`config.mk`:
```
export PLATFORM = sky130hd
export DESIGN_NAME = merger
export DESIGN_NICKNAME = d
export VERILOG_FILES = /design/src/rtl/merger.sv
export SDC_FILE = /design/constraint.sdc
export NUM_CORES = 1
export LEC_CHECK = 0
export ABC_AREA = 1
export CORE_MARGIN = 2
export CORE_UTILIZATION = 30
export DETAILED_ROUTE_END_ITERATION = 7
export PLACE_DENSITY = 0.5
export SLEW_MARGIN = 20
export SYNTH_ARGS = -nofsm -noshare
export SYNTH_HDL_FRONTEND = slang
export SYNTH_SLANG_ARGS = --single-unit
```
`constraint.sdc`:
```
create_clock -name clk -period 9.7 [get_ports clk]
set_input_delay 1.94 -clock clk [delete_from_list [all_inputs] [get_ports clk]]
set_output_delay 1.94 -clock clk [all_outputs]
set_load 0.005 [all_outputs]
```
`src/rtl/merger.sv`:
```
// Packs MERGE_NUM consecutive narrow beats into one wide word, little-endian by slice.
// An upstream last flag closes a partial word early; fwd_keep marks the populated slices.
module merger #(
    parameter int unsigned DATA_W    = 32,
    parameter int unsigned MERGE_NUM = 4
) (
    input  logic                          clk,
    input  logic                          rst,
    input  logic [DATA_W-1:0]             bwd_data_i,
    input  logic                          bwd_last_i,
    input  logic                          bwd_vld_i,
    output logic                          bwd_rdy_o,
    output logic [DATA_W*MERGE_NUM-1:0]   fwd_data_o,
    output logic [MERGE_NUM-1:0]          fwd_keep_o,
    output logic                          fwd_vld_o,
    input  logic                          fwd_rdy_i
);

    localparam int unsigned WordW = DATA_W * MERGE_NUM;
    localparam int unsigned CntW  = (MERGE_NUM > 2) ? $clog2(MERGE_NUM) : 1;
    localparam logic [CntW-1:0] CntMax = CntW'(MERGE_NUM - 1);

    logic [WordW-1:0]     acc_buf_q, acc_buf_d;
    logic [MERGE_NUM-1:0] acc_keep_q, acc_keep_d;
    logic [CntW-1:0]      acc_cnt_q, acc_cnt_d;
    logic                 acc_pend_q, acc_pend_d;
    logic [WordW-1:0]     out_data_q, out_data_d;
    logic [MERGE_NUM-1:0] out_keep_q, out_keep_d;
    logic                 out_vld_q, out_vld_d;

    logic                 bwd_hsk;
    logic                 fwd_hsk;
    logic                 out_free;
    logic                 close;
    logic [WordW-1:0]     merged_data;
    logic [MERGE_NUM-1:0] merged_keep;

    assign bwd_rdy_o  = ~acc_pend_q;
    assign fwd_vld_o  = out_vld_q;
    assign fwd_data_o = out_data_q;
    assign fwd_keep_o = out_keep_q;

    assign bwd_hsk  = bwd_vld_i & ~acc_pend_q;
    assign fwd_hsk  = out_vld_q & fwd_rdy_i;
    assign out_free = ~out_vld_q | fwd_rdy_i;
    assign close    = bwd_hsk & (bwd_last_i | (acc_cnt_q == CntMax));

    // Accumulator contents with the incoming beat dropped into slice acc_cnt.
    always_comb begin
        merged_data = acc_buf_q;
        merged_keep = acc_keep_q;
        for (int unsigned i = 0; i < MERGE_NUM; i++) begin
            if (CntW'(i) == acc_cnt_q) begin
                merged_data[i*DATA_W +: DATA_W] = bwd_data_i;
                merged_keep[i]                  = 1'b1;
            end
        end
    end

    always_comb begin
        acc_buf_d  = acc_buf_q;
        acc_keep_d = acc_keep_q;
        acc_cnt_d  = acc_cnt_q;
        acc_pend_d = acc_pend_q;
        out_data_d = out_data_q;
        out_keep_d = out_keep_q;
        out_vld_d  = out_vld_q;

        if (acc_pend_q) begin
            // Upstream is stalled; the finished word waits for the output slot.
            if (fwd_hsk) begin
                out_data_d = acc_buf_q;
                out_keep_d = acc_keep_q;
                out_vld_d  = 1'b1;
                acc_buf_d  = '0;
                acc_keep_d = '0;
                acc_pend_d = 1'b0;
            end
        end else begin
            if (bwd_hsk) begin
                acc_cnt_d = close ? '0 : acc_cnt_q + CntW'(1);
            end
            if (close && out_free) begin
                out_data_d = merged_data;
                out_keep_d = merged_keep;
                out_vld_d  = 1'b1;
                acc_buf_d  = '0;
                acc_keep_d = '0;
            end else if (close) begin
                acc_buf_d  = merged_data;
                acc_keep_d = merged_keep;
                acc_pend_d = 1'b1;
            end else begin
                if (bwd_hsk) begin
                    acc_buf_d  = merged_data;
                    acc_keep_d = merged_keep;
                end
                if (fwd_hsk) begin
                    out_vld_d = 1'b0;
                end
            end
        end
    end

    always_ff @(posedge clk or posedge rst) begin
        if (rst) begin
            acc_buf_q  <= '0;
            acc_keep_q <= '0;
            acc_cnt_q  <= '0;
            acc_pend_q <= 1'b0;
            out_data_q <= '0;
            out_keep_q <= '0;
            out_vld_q  <= 1'b0;
        end else begin
            acc_buf_q  <= acc_buf_d;
            acc_keep_q <= acc_keep_d;
            acc_cnt_q  <= acc_cnt_d;
            acc_pend_q <= acc_pend_d;
            out_data_q <= out_data_d;
            out_keep_q <= out_keep_d;
            out_vld_q  <= out_vld_d;
        end
    end

endmodule

```
# Word-level counts from Yosys, hierarchy flattened
# Cells that the tools add are included.
# word_totals
in_bits,37
wordCells,64
register_bits,268
# op_classes
n_reduce_logical,9
eq_ne,6
add_sub_neg,1
mux,34
bitwise,7
# ops
cell,count
128-bit two-way mux,8
32-bit two-way mux,4
4-bit two-way mux,8
1-bit two-way mux,13
2-bit AND reduction,3
"2-bit equality test, first input constant",2
2-bit nonzero test,2
4-bit nonzero test,1
1-bit AND,3
"3-bit by 2-bit inequality test with 1-bit output, second input constant",1
3-bit AND reduction,1
"2-bit by 1-bit adder with 2-bit output, second input constant",1
"1-bit by 2-bit equality test with 1-bit output, first input constant",1
"2-bit equality test, second input constant",1
2-bit logical NOT,1
2-bit two-way mux,1
"2-bit by 1-bit inequality test with 1-bit output, second input constant",1
1-bit NOT,2
1-bit OR,2
1-bit logical AND,1

# Logic depth before layout (Yosys ltp)
# logic_depth
ltp_word,6
depth_mapped,10
depth_no_buf,8

# Least setup slack after synthesis
# Ideal clock, no wire load.
# synth_timing
path_kind,input-to-reg
from,in bwd_vld_i
to,reg out_data_q[69] (netlist: fwd_data_o[69])
path_slack_ps,6799
required_time_ps,9583
arrival_time_ps,2784
setup_ps,117
cell_stages,8
cell_sequence,inv_1 nor2_4 nand3_2 buf_2 buf_6 buf_4 nand3_1 nand2_1
# synth_via
elab_chain_cells,5
# synth_rtl
element,line,text
start: declaration,11,"input logic bwd_vld_i,"
1-bit AND,43,assign bwd_hsk = bwd_vld_i & ~acc_pend_q;
1-bit AND,46,assign close = bwd_hsk & (bwd_last_i | (acc_cnt_q == CntMax));
1-bit logical AND,83,if (close && out_free) begin
2-bit nonzero test (no source line),-,
2-bit AND reduction (no source line),-,
end signal: assignment,119,out_data_q <= out_data_d;
end: declaration,27,"logic [WordW-1:0] out_data_q, out_data_d;"
# No other way between the ends.
# A chain may end at the register's enable or synchronous reset.

# Worst setup path after layout
# layout_timing
from,in fwd_rdy_i
to,reg acc_buf_q[118]
# layout_via
elab_chain_cells,4
# layout_rtl
element,line,text
start: declaration,16,input logic fwd_rdy_i
1-bit OR,45,assign out_free = ~out_vld_q | fwd_rdy_i;
1-bit logical AND,83,
4-bit nonzero test (no source line) / 128-bit two-way mux (equally long branches),-,
2-bit AND reduction (no source line) / 128-bit two-way mux (equally long branches),-,
end signal: assignment,115,acc_buf_q <= acc_buf_d;
end: declaration,23,"logic [WordW-1:0] acc_buf_q, acc_buf_d;"
# Parallel ways exist; a longest one is shown, timed or not.

==> out/metrics.cfg <==
[timing]
drv_slew = 0
final.setup.tns_ns = 0
max_freq_ghz = 0.205
worst_pin_slew_ns = 1.12
setup_viol = 0
final_hold_viol_count = 0
relSlewSlack_pct = 25.2
fin_hold_ws_ns = 0.503
min_period_ns = 4.88
period_share_pct = 50.3
finalClockSkew_ns = 0.0126
rsz0062_at_grt = no

[global_route]
overflow = 0
grt_max_degree = 198
grt_pass1_wl_microns = 88500
antenna_found_initial = 1
grt_usage_pct = 21.1
grt_pass1_vias = 15400

[die]
core-area_sq_um = 52300
rows = 84
ios = 171
die_area_sq_um = 54600
die_h_microns = 234
die_w_microns = 234
start_util_pct = 30.2

[cts]
cts_sinks = 268
cts_resized = 0
cts_hold_buffers = 0
cts_tree = built
clk_pin_slew_worst_paths_ns = 0.05
max-clock-path-buffers = 3
numCtsBuffers = 36
htreeDepth = 2
cts_root_buffer = clkbuf_16
postCtsSetupRepairBufs = 0
worst_skew_pair.late_latency_ns = 0.55

[routing]
met1_length_microns = 25900
wl_per_cell_microns = 17.7
dr_wl_met2_microns = 25800
maxUsedRoutingLayer = met4
num_vias = 15800
drt_iter0_drc = 1236
first_pass_iters = 5
routed_wl_microns = 57300
met3WireLength_microns = 3220
drc = 0
detail-route-antenna-nets = 0
via_per_inst = 4.88

[synth]
synth_common_cells = 1042 x nand2_1, 527 x nand3_1, 300 x inv_1
synth_mux_area_share_pct = 0
synth_edf_count = 0
synth_ff_type = dfrtp_1
yosysSeqAreaShare_pct = 42.4
yosysTopAreaCell = dfrtp_1
synthCells = 2461
synth_xor_area_share_pct = 0
synth_area_leaders = dfrtp_1 42%, nand2_1 25%, nand3_1 17%
synthesis.nets = 2502
synth-seq-cells = 268
synth_top_family_by_area = simple AND/OR/NAND/NOR gates
yosys.area_share.simple_pct = 44.7
synth-compound-area-share_pct = 0.316
syn-cell-area_sq_um = 15800
synth_fa_ha_area_share_pct = 0.316
synthDistinctLibCells = 19
ys_warn_count = 0
netlist.area_leader.share_pct = 42.4
async_flop_share_pct = 100
avgSynthCellArea_sq_um = 6.43
synth.most_common_cell = nand2_1

[placement]
place_congestion = 0.746
hpwl_microns = 33300
portBuffers = 170

[critical_path]
path_max_fanout = 85
endpoint_kind = register
startpoint_type = input pin
cp_data_arrival_time_ns = 5.35
cp.required_ns = 10.17
path_class = in2reg

[power]
ir_drop_mv = 0.344
powerDensity_nw_per_um2 = 350
p_leak_nw = 10.9

[cells_and_area]
n_fill_cell = 5611
antenna_cells = 0
fin_nets = 2558
drive_gt1_share_pct = 3.19
area_growth_pct = 20.1

[flow_run]
cap_viol_max_count = 0

[worst_hold_path]
hp-class = reg2reg

[status]
outcome = finished clean

==> critical path, cell delays in order <==
cell and delay (ns):
clkdlybuf4s50_1 0.55, nand3_4 0.68, nand2_4 0.87, buf_4 0.97
nand3_1 0.17, nand2_1 0.10
==> path summary, 6_finish.rpt <==
check / from / to / slack (ns) / cells past startpoint
worst max-delay path: fwd_rdy_i / acc_buf_q[118] / 4.82 / 6
worst max register to register: acc_pend_q / acc_buf_q[118] / 5.31 / 6
worst min register to register: fwd_data_o[15] / fwd_data_o[15] / 0.50 / 2
min in group asynchronous: rst / acc_buf_q[118] / 1.86 / 2
max in group asynchronous: rst / fwd_data_o[25] / 6.43 / 3
worst min-delay path: fwd_data_o[15] / fwd_data_o[15] / 0.50 / 2
==> registers in the layout, indices dropped and copies added, names as in the netlist <==
signal,cells
acc_buf_q,128
acc_keep_q,4
acc_cnt_q,2
fwd_data_o,128
fwd_keep_o,4
fwd_vld_o,1
acc_pend_q,1
==> logic make-up after synthesis <==
kind of cell	count (synthesis)
adders and majority gates	4
DFF	268
AOI/OAI and AO/OA	10
buffers and inverters	477
and+or+nand+nor	1702
==> cell type report <==
class / instances / area [sq um] / area share [%]
clock buffer: 56 / 1060 / 5.57
clock inverter: 7 / 135 / 0.711
inverter: 306 / 1170 / 6.15
multi-input combinational: 1716 / 7210 / 37.9
sequential: 268 / 6710 / 35.3
tap: 688 / 861 / 4.53
timing repair buffer: 189 / 1860 / 9.77
==> stage by stage <==
| stage | instance area [sq um] | setup slack [ns] | instances | total power, mW | util (%) |
|---|---|---|---|---|---|
| 2_1_floorplan | 15800 | 0.378 | 2461 | 4.13 | - |
| 3_3_place_gp | 17800 | 4.30 | 3167 | 5.22 | 34.0 |
| 3_5_place_dp | 17800 | 4.25 | 3167 | 5.33 | 34.0 |
| 4_1_cts | 19000 | 4.83 | 3230 | 6.74 | 36.3 |
| 5_1_grt | 19000 | 4.60 | 3230 | 7.29 | 36.3 |
| 6_report | 19000 | 4.82 | 3230 | 6.66 | 36.3 |
==> power breakdown <==
group          internal, mW  total (mW)  switching, mW
clock                 0.852        1.37          0.515
sequential             1.62        1.97          0.353
combinational          1.27        3.32           2.04
==> cell usage in the layout, fill, tap and decap left out, types with 2 or more instances in the layout <==
master	Yosys	layout
nand3_1	527	526
clkbuf_1	59	13
inv_4	1	2
inv_8	0	2
clkinv_1	3	2
a21oi_1	3	3
buf_4	18	18
o21ai_0	7	7
clkbuf_8	0	6
dfrtp_1	268	267
nand3_4	0	2
nand2_1	1042	1041
ha_1	4	4
inv_1	300	299
clkbuf_16	0	37
nor2_1	129	129
clkinv_2	0	3
clkdlybuf4s50_1	0	170
bufinv_16	0	4
==> per-layer routing <==
| metal | track usage (%) | vias up |
|---|---|---|
| li1 | - | 7649 |
| met4 | 9.57 | 0 |
| met5 | 0 | - |
| met1 | 28.5 | 7555 |
| met2 | 33.4 | 467 |
| met3 | 2.83 | 101 |
Power figures use the tool's default switching activity.
